[src/rtl/dual_ram_pkg.sv]
// Shared definitions for the byte-enable RAM with sequenced clear.
// Holds the clear-FSM state encoding and the byte-lane width.
package dual_ram_pkg;

    localparam int LANE_W = 8;

    typedef enum logic {
        ST_IDLE  = 1'b0,
        ST_CLEAR = 1'b1
    } clr_state_e;

endpackage

[src/rtl/dual_ram_clr_seq.sv]
// Clear sequencer: walks a pointer over every word and raises a clear strobe.
// The sequencer is busy from reset and after each accepted clr request,
// for exactly DEPTH cycles. A clr request that arrives while busy is ignored.
module dual_ram_clr_seq
    import dual_ram_pkg::*;
#(
    parameter int DEPTH    = 8,
    parameter int ADDR_BUS = 3
) (
    input  logic                clk,
    input  logic                rst,
    input  logic                clr,
    output logic                busy,
    output logic [ADDR_BUS-1:0] clr_addr,
    output logic                clr_we
);

    localparam logic [ADDR_BUS-1:0] LAST_PTR = ADDR_BUS'(DEPTH - 1);
    localparam logic [ADDR_BUS-1:0] PTR_ONE  = ADDR_BUS'(1'b1);

    clr_state_e          state_r;
    clr_state_e          state_s;
    logic [ADDR_BUS-1:0] ptr_r;
    logic [ADDR_BUS-1:0] ptr_s;

    // State and pointer registers; reset starts a fresh clear from word 0.
    always_ff @(posedge clk or posedge rst) begin
        if (rst) begin
            state_r <= ST_CLEAR;
            ptr_r   <= {ADDR_BUS{1'b0}};
        end else begin
            state_r <= state_s;
            ptr_r   <= ptr_s;
        end
    end

    // Next-state logic: advance the pointer while clearing, stop after the last word.
    always_comb begin
        state_s = state_r;
        ptr_s   = ptr_r;
        case (state_r)
            ST_CLEAR: begin
                if (ptr_r == LAST_PTR) begin
                    state_s = ST_IDLE;
                    ptr_s   = {ADDR_BUS{1'b0}};
                end else begin
                    state_s = ST_CLEAR;
                    ptr_s   = ptr_r + PTR_ONE;
                end
            end
            ST_IDLE: begin
                if (clr) begin
                    state_s = ST_CLEAR;
                    ptr_s   = {ADDR_BUS{1'b0}};
                end else begin
                    state_s = ST_IDLE;
                    ptr_s   = ptr_r;
                end
            end
            default: begin
                state_s = ST_CLEAR;
                ptr_s   = {ADDR_BUS{1'b0}};
            end
        endcase
    end

    assign busy     = (state_r == ST_CLEAR) ? 1'b1 : 1'b0;
    assign clr_we   = (state_r == ST_CLEAR) ? 1'b1 : 1'b0;
    assign clr_addr = ptr_r;

endmodule

[src/rtl/dual_ram_be_clr.sv]
// Single-clock RAM with byte-lane writes, a registered read port and a
// sequenced whole-array clear. Out-of-range accesses raise a one-cycle err.
// Optional feature: define DUAL_RAM_BYPASS_EN to forward same-cycle write
// lanes into a colliding read. Without it a collision returns the old word.
module dual_ram_be_clr
    import dual_ram_pkg::*;
#(
    parameter int WIDTH    = 16,
    parameter int DEPTH    = 8,
    parameter int ADDR_BUS = 3
) (
    input  logic                clk,
    input  logic                rst,
    input  logic                clr,
    input  logic                we,
    input  logic [WIDTH/8-1:0]  be,
    input  logic [ADDR_BUS-1:0] wr_addr,
    input  logic [WIDTH-1:0]    din,
    input  logic                re,
    input  logic [ADDR_BUS-1:0] rd_addr,
    output logic [WIDTH-1:0]    dout,
    output logic                dout_valid,
    output logic                busy,
    output logic                err
);

    localparam int                LANES     = WIDTH / LANE_W;
    localparam logic [ADDR_BUS:0] DEPTH_LIM = (ADDR_BUS + 1)'(DEPTH);

    // Array contents carry no reset; the clear sequence establishes zeros.
    logic [WIDTH-1:0]    mem_r [DEPTH];

    logic                busy_s;
    logic                clr_we_s;
    logic [ADDR_BUS-1:0] clr_addr_s;
    logic                wr_in_range_s;
    logic                rd_in_range_s;
    logic                wr_ok_s;
    logic                rd_ok_s;
    logic                err_s;
    logic [WIDTH-1:0]    old_word_s;
    logic [WIDTH-1:0]    rd_word_s;
    logic [WIDTH-1:0]    dout_r;
    logic                dout_valid_r;
    logic                err_r;

`ifdef DUAL_RAM_BYPASS_EN
    // Take lanes flagged in lane_en from new_w, the rest from old_w.
    function automatic logic [WIDTH-1:0] merge_lanes(
        input logic [WIDTH-1:0] old_w,
        input logic [WIDTH-1:0] new_w,
        input logic [LANES-1:0] lane_en
    );
        logic [WIDTH-1:0] res;
        res = old_w;
        for (int k = 0; k < LANES; k++) begin
            if (lane_en[k]) begin
                res[k*LANE_W +: LANE_W] = new_w[k*LANE_W +: LANE_W];
            end else begin
                res[k*LANE_W +: LANE_W] = old_w[k*LANE_W +: LANE_W];
            end
        end
        return res;
    endfunction
`endif

    dual_ram_clr_seq #(
        .DEPTH    (DEPTH),
        .ADDR_BUS (ADDR_BUS)
    ) u_clr_seq (
        .clk      (clk),
        .rst      (rst),
        .clr      (clr),
        .busy     (busy_s),
        .clr_addr (clr_addr_s),
        .clr_we   (clr_we_s)
    );

    // Access qualification: clr wins over a same-cycle write, reads still proceed.
    always_comb begin
        wr_in_range_s = ({1'b0, wr_addr} < DEPTH_LIM) ? 1'b1 : 1'b0;
        rd_in_range_s = ({1'b0, rd_addr} < DEPTH_LIM) ? 1'b1 : 1'b0;
        wr_ok_s       = we & ~busy_s & ~clr & wr_in_range_s;
        rd_ok_s       = re & ~busy_s & rd_in_range_s;
        err_s         = ~busy_s & ((we & ~wr_in_range_s) | (re & ~rd_in_range_s));
    end

    // Read word selection, with optional forwarding of same-address write lanes.
    always_comb begin
        old_word_s = {WIDTH{1'b0}};
        if (rd_in_range_s) begin
            old_word_s = mem_r[rd_addr];
        end else begin
            old_word_s = {WIDTH{1'b0}};
        end
        rd_word_s = old_word_s;
`ifdef DUAL_RAM_BYPASS_EN
        if (wr_ok_s && (wr_addr == rd_addr)) begin
            rd_word_s = merge_lanes(old_word_s, din, be);
        end else begin
            rd_word_s = old_word_s;
        end
`endif
    end

    // Array update: the clear strobe and user writes are mutually exclusive via busy.
    always_ff @(posedge clk) begin
        if (clr_we_s) begin
            mem_r[clr_addr_s] <= {WIDTH{1'b0}};
        end else if (wr_ok_s) begin
            for (int k = 0; k < LANES; k++) begin
                if (be[k]) begin
                    mem_r[wr_addr][k*LANE_W +: LANE_W] <= din[k*LANE_W +: LANE_W];
                end
            end
        end
    end

    // Registered read data, valid pulse and error pulse.
    always_ff @(posedge clk or posedge rst) begin
        if (rst) begin
            dout_r       <= {WIDTH{1'b0}};
            dout_valid_r <= 1'b0;
            err_r        <= 1'b0;
        end else begin
            dout_valid_r <= rd_ok_s;
            err_r        <= err_s;
            if (rd_ok_s) begin
                dout_r <= rd_word_s;
            end
        end
    end

    assign dout       = dout_r;
    assign dout_valid = dout_valid_r;
    assign err        = err_r;
    assign busy       = busy_s;

endmodule

[config.mk]
export PLATFORM = sky130hd
export DESIGN_NAME = dual_ram_be_clr
export DESIGN_NICKNAME = d
export VERILOG_FILES = /design/src/rtl/dual_ram_pkg.sv /design/src/rtl/dual_ram_clr_seq.sv /design/src/rtl/dual_ram_be_clr.sv
export SDC_FILE = /design/constraint.sdc
export NUM_CORES = 1
export LEC_CHECK = 0
export ABC_CLOCK_PERIOD_IN_PS = 2950
export BUFFER_PORTS_ARGS = -buffer_cell sky130_fd_sc_hd__clkbuf_2
export CAP_MARGIN = 20
export CORE_MARGIN = 2
export CORE_UTILIZATION = 40
export DETAILED_ROUTE_END_ITERATION = 12
export GPL_TIMING_DRIVEN = 0
export PLACE_DENSITY = 0.64
export SETUP_SLACK_MARGIN = 0.2
export SYNTH_ARGS = -nofsm -noshare
export SYNTH_HDL_FRONTEND = slang
export SYNTH_SLANG_ARGS = --single-unit
[constraint.sdc]
create_clock -name clk -period 2.95 [get_ports clk]
set_input_delay 0.295 -clock clk [delete_from_list [all_inputs] [get_ports clk]]
set_output_delay 0.295 -clock clk [all_outputs]
set_load 0.01 [all_outputs]
# After elaboration in Yosys (flattened, before gate mapping)
# Memories as Yosys holds them, arrays and structs flattened. A register that Yosys moved wholly into a read port is not among the register bits.
# Index checks and enable logic that the tools add are counted.
[word_totals]
reg_bits = 5
mem_bits_rw = 128
input_bits = 29
wordCells = 34
n_memories = 1
[op_classes]
add_sub_neg = 1
eq_ne = 2
muxes = 20
bitwise = 6
n_reduce_logical = 1
[memory_table]
columns = ["memory", "words", "width", "read_ports", "rd_ports_with_merged_regs", "wr", "line", "source"]
rows = [
  ["mem_r", 8, 16, 1, 1, 1, "dual_ram_be_clr.sv:31", "logic [WIDTH-1:0] mem_r [DEPTH];"],
]
[op_table]
columns = ["cell", "n"]
rows = [
  ["$mux W16", 1],
  ["$reduce_or A16 Y1", 1],
  ["$mux W1", 13],
  ["$mux W3", 3],
  ["$pmux W3 S2", 1],
  ["$add A3 B1 Y3 const B", 1],
  ["$and A1 B1 Y1", 3],
  ["$eq A3 B3 Y1 const B", 1],
  ["$not A1 Y1", 3],
  ["$mux W2", 1],
  ["$ne A2 B2 Y1 const B", 1],
  ["$pmux W1 S2", 1],
]

# Logic depth before layout (Yosys ltp)
[depth]
depth_word = 9
depth_mapped = 5
mapped_depth_nobuf = 4

# Cells and area by module
# A second synthesis with hierarchy kept.
[hier_totals]
hier_cells = 385
area_unflattened_um2 = 6118.4
[by_module_without_submodules]
columns = ["mod", "n_inst", "cells_each", "area_each_um2", "seq_area_each_um2"]
rows = [
  ["dual_ram_be_clr", 1, 367, 5915.7, 4269.1],
  ["dual_ram_clr_seq", 1, 18, 202.7, 101.3],
]

# Worst setup path before layout
# OpenSTA, ideal clock, no wires.
[synth_timing]
kind = "reg2reg"
startpoint = "register u_clr_seq.state_r"
endpoint = "memory mem_r[7][0] (enable)"
setup_time_ns = 0.375
arrival_time_ns = 1.759
required_time_ns = 2.575
path_slack_ns = 0.816
path_stages_with_launch = 4
synth_period_minus_slack_ns = 2.134
cell_sequence = "dfstp_2 -> or3b_4 -> or4b_1 -> a21oi_1"
[synth_between]
elab_chain_len = 9
elab_cells_between_ends = 15
classes_between = "11 x mux; 3 x bitwise; 1 x reduce/logical"
[synth_lines]
columns = ["element", "line", "source"]
rows = [
  ["from (decl)", "dual_ram_clr_seq.sv:21", "clr_state_e state_r;"],
  ["from (signal assigned)", "dual_ram_clr_seq.sv:32", "state_r <= state_s;"],
  ["$mux W1 (*)", "dual_ram_clr_seq.sv:67, dual_ram_clr_seq.sv:68", ""],
  ["$not A1 Y1", "-", ""],
  ["$and A1 B1 Y1 (2 in series)", "dual_ram_be_clr.sv:83", "wr_ok_s = we & ~busy_s & ~clr & wr_in_range_s;"],
  ["$mux W1", "dual_ram_be_clr.sv:110", "end else if (wr_ok_s) begin"],
  ["$mux W1", "dual_ram_be_clr.sv:108", "if (clr_we_s) begin"],
  ["$mux W1 (implied by the code)", "dual_ram_be_clr.sv:113", "mem_r[wr_addr][k*LANE_W +: LANE_W] <= din[k*LANE_W +: LANE_W];"],
  ["$reduce_or A16 Y1 (no line)", "-", ""],
  ["$mux W3 (no line) or $mux W2 (tied branches)", "-", ""],
  ["to (decl)", "dual_ram_be_clr.sv:31", ""],
]
# Mark *: on every way between the ends. The rest lies on a longest branch, timed or not.

# Worst setup path in the final report
[layout_timing]
startpoint = "register u_clr_seq.state_r"
endpoint = "memory mem_r[7][4] (enable)"
# Same word-level chain as after synthesis.

==> reports/results.txt <==
clock network latency to the later pin of the worst-skew pair = 0.41 ns
CTS tree = done
Critical Path Start = u_clr_seq.state_r
number of fill cells in the layout = 1,257
cts bufs inserted = 17
core area = 15,100 um2
Worst R2R Path Depth = 3
primary flip-flop cell chosen by synthesis mapping = edfxtp_1
Max Transition Viols Final = 0
Clock Sink Count = 149
largest net degree at the start of global routing = 22
IO buf count = 44
Reg2Reg Capture Point = mem_r[7][4]
final antenna-violating net count = 0
Worst Setup EP = mem_r[7][4]
minimum clock period after layout = 2.56 ns
vias in the first global route = 3,696
Total Wirelength = 13.8 mm
Area after DPL = 6630 um2
worst voltage drop across the vdd grid = 399 uV
maximum buffer depth of the clock tree = 2
DR DRC count = 0
Max FO, Critical Path = 8
number of vias after detailed routing = 3,664
first-pass GRT wire length = 21.1 mm
worst setup slack for register-to-register paths = 0.39 ns
sequential fraction of the synthesis area = 0.708
postcts setup bufs = 0
accumulated negative setup slack = 0 ns
Yosys top cell area share = 0.622
ratio of routed vias to standard cells = 5.53
CTS clock-pin slew for the worst setup and hold paths = 0.06 ns
top cells by area, synth = edfxtp_1 62%, dfrtp_1 8.1%, mux2_2 5.8%
class of the tightest hold or removal check = in2async
routability congestion estimate = 0.814
number of max-capacitance violations reported = 0
launching element type of the critical path = register
Initial Utilization = 0.408
number of hold buffers added after CTS = 0
final worst-path setup slack = 0.391 ns
grt total ovfl = 0
number of hold violations in the final report = 0
Clock Skews = 0.00615 ns
footprint of the flip-flops and latches = 4370 um2
antenna fix cells = 0
DRT iter0 DRCs = 238
die span in x = 128 um
num ports = 48
hold slack = 0.0759 ns
std cell rows = 45
classification of the worst setup path = reg2reg
run status = finished clean
GRT Resource Usage Total = 0.176
transition time of the tightest slew-check pin = 1.11 ns
detailed-routing iteration count for the pre-antenna-repair pass = 5
antenna violations before repair = 0
Cell Area, Synth = 6170 um2
area added between synthesis and finish = 17.8%
clock root buffer = clkbuf_16
count of final setup violators = 0
average footprint of a synthesized cell = 15.5 um2
post-cts repair resize count = 0
post-synth top area cell = edfxtp_1
net count after synthesis = 429
distinct cell type count after synthesis = 35
vertical die dimension = 128 um
count of mapped cells out of synthesis = 398
Final #Nets = 493
Data arrival, critical path = 2.59 ns
endpoint class of the critical path = register
standby leakage power = 2.73 nW
post-layout util = 0.480
area of the die = 16,400 um2
fmax = 391 MHz
number of flip-flops and latches in the synthesized netlist = 149
post-route cell area = 7280 um2
relative slew slack = 0.261
part of the cycle the worst path needs = 0.867
startpoint of the lowest-slack register-to-register path = u_clr_seq.state_r
unrepaired setup endpoints after global routing = no
final routed wire length divided by cell count = 20.8 um
count of yosys warnings during synthesis = 0
HPWL after detailed placement = 9.36 mm
share of final-layout standard cells stronger than drive strength 1 = 0.246
CP Data Required Time = 2.98 ns
multi-input logic area = 1670 um2
Place WS = 0.242 ns
Post-synth EDFFs = 128
async set-or-reset flop fraction in the synthesized netlist = 0.141
pwr/cell area = 916 nW/um2
CTS H-Tree Depth = 4
==> worst min path at each step <==
stage               slack [ns]  cells past startpoint  endpoint
CTS                       0.11                      2   dout[3]
global route              0.15                      2   dout[2]
finish                    0.08                      2   dout[3]
detailed placement        0.48                      2   dout[2]
floorplan                 0.27                      1   dout[0]
global placement          0.47                      2   dout[0]
==> routing by layer <==
layer | global-route usage | vias up | wire [um]
met5 | 0 | - | 0
met4 | 0.0608 | 0 | 142
met3 | 0.0338 | 12 | 662
met2 | 0.284 | 119 | 6640
met1 | 0.240 | 1838 | 6350
li1 | - | 1695 | -
==> area by class of cell <==
cell class                 count  share of cell area
timing repair buffer          45              0.0313
inverter                       5             0.00258
clock buffer                  18              0.0590
multi-input combinational    219               0.230
sequential                   149               0.601
clock inverter                14              0.0287
tap                          188              0.0323
buffer                        25              0.0153
==> worst max-delay path, stage by stage, from the launching register on <==
cell and delay, ns:
dfstp_2 0.40, or3b_4 0.43, or4b_1 0.51, a21oi_1 0.84
==> registers in the layout, summed over array words and instances (netlist names) <==
name / cells
u_clr_seq.state_r: 1
mem_r: 128
u_clr_seq.clr_addr: 3
dout_valid: 1
dout: 16
==> cells by family (layout without fill, tap and decap cells) <==
logic type | after synthesis | in the layout | share of synthesized area
flops | 149 | 149 | 0.708
fa+ha+maj | 2 | 2 | 0.00405
compound gates | 83 | 83 | 0.0928
mux | 64 | 64 | 0.110
buf+inv | 30 | 107 | 0.0211
simple gates | 69 | 69 | 0.0634
other cells | 1 | 1 | 0.000607
==> where the power goes <==
part | switching (W) | internal (W)
registers | 0.000203 | 0.00292
logic | 0.000810 | 0.000430
clock network | 0.000816 | 0.00149
==> stage by stage <==
step / instances / power [W]
2_1_floorplan: 398 / 0.00389
3_3_place_gp: 630 / 0.00434
3_5_place_dp: 630 / 0.00440
4_1_cts: 662 / 0.00669
5_1_grt: 663 / 0.00694
6_report: 663 / 0.00667
==> cell usage after synthesis, drive strengths merged, types with 5 or more instances <==
| library cell | count |
|---|---|
| nand2b | 6 |
| o31ai | 16 |
| and3 | 16 |
| a22o | 16 |
| nand2 | 19 |
| buf | 8 |
| mux2 | 32 |
| a21oi | 17 |
| dfrtp | 20 |
| o211ai | 7 |
| o21ai | 5 |
| clkbuf | 17 |
| nor2 | 5 |
| edfxtp | 128 |
| nor2b | 8 |
| mux2i | 32 |
| o22ai | 17 |
| inv | 5 |
==> cells in the final DEF (no fill, tap or decap), types with 2 or more instances in the layout <==
cell and n:
edfxtp_1 128, clkbuf_2 44, mux2_2 32, mux2i_1 32
dfrtp_1 20, nand2_1 19, clkbuf_1 18, o22ai_1 17
a21oi_1 17, clkbuf_16 17, a22o_1 16, o31ai_1 16
and3_1 16, nor2b_1 8, o211ai_1 7, nand2b_1 6
inv_1 5, buf_2 5, nor2_1 5, clkinvlp_4 5
bufinv_16 5, buf_4 4, nand3_1 3, nand4b_1 3
nand4_1 3, o21ai_0 3, a32oi_1 2, o21ai_1 2
o2111ai_1 2, ha_1 2, clkinv_1 2
Note: power is estimated with default switching activity, not from simulation.
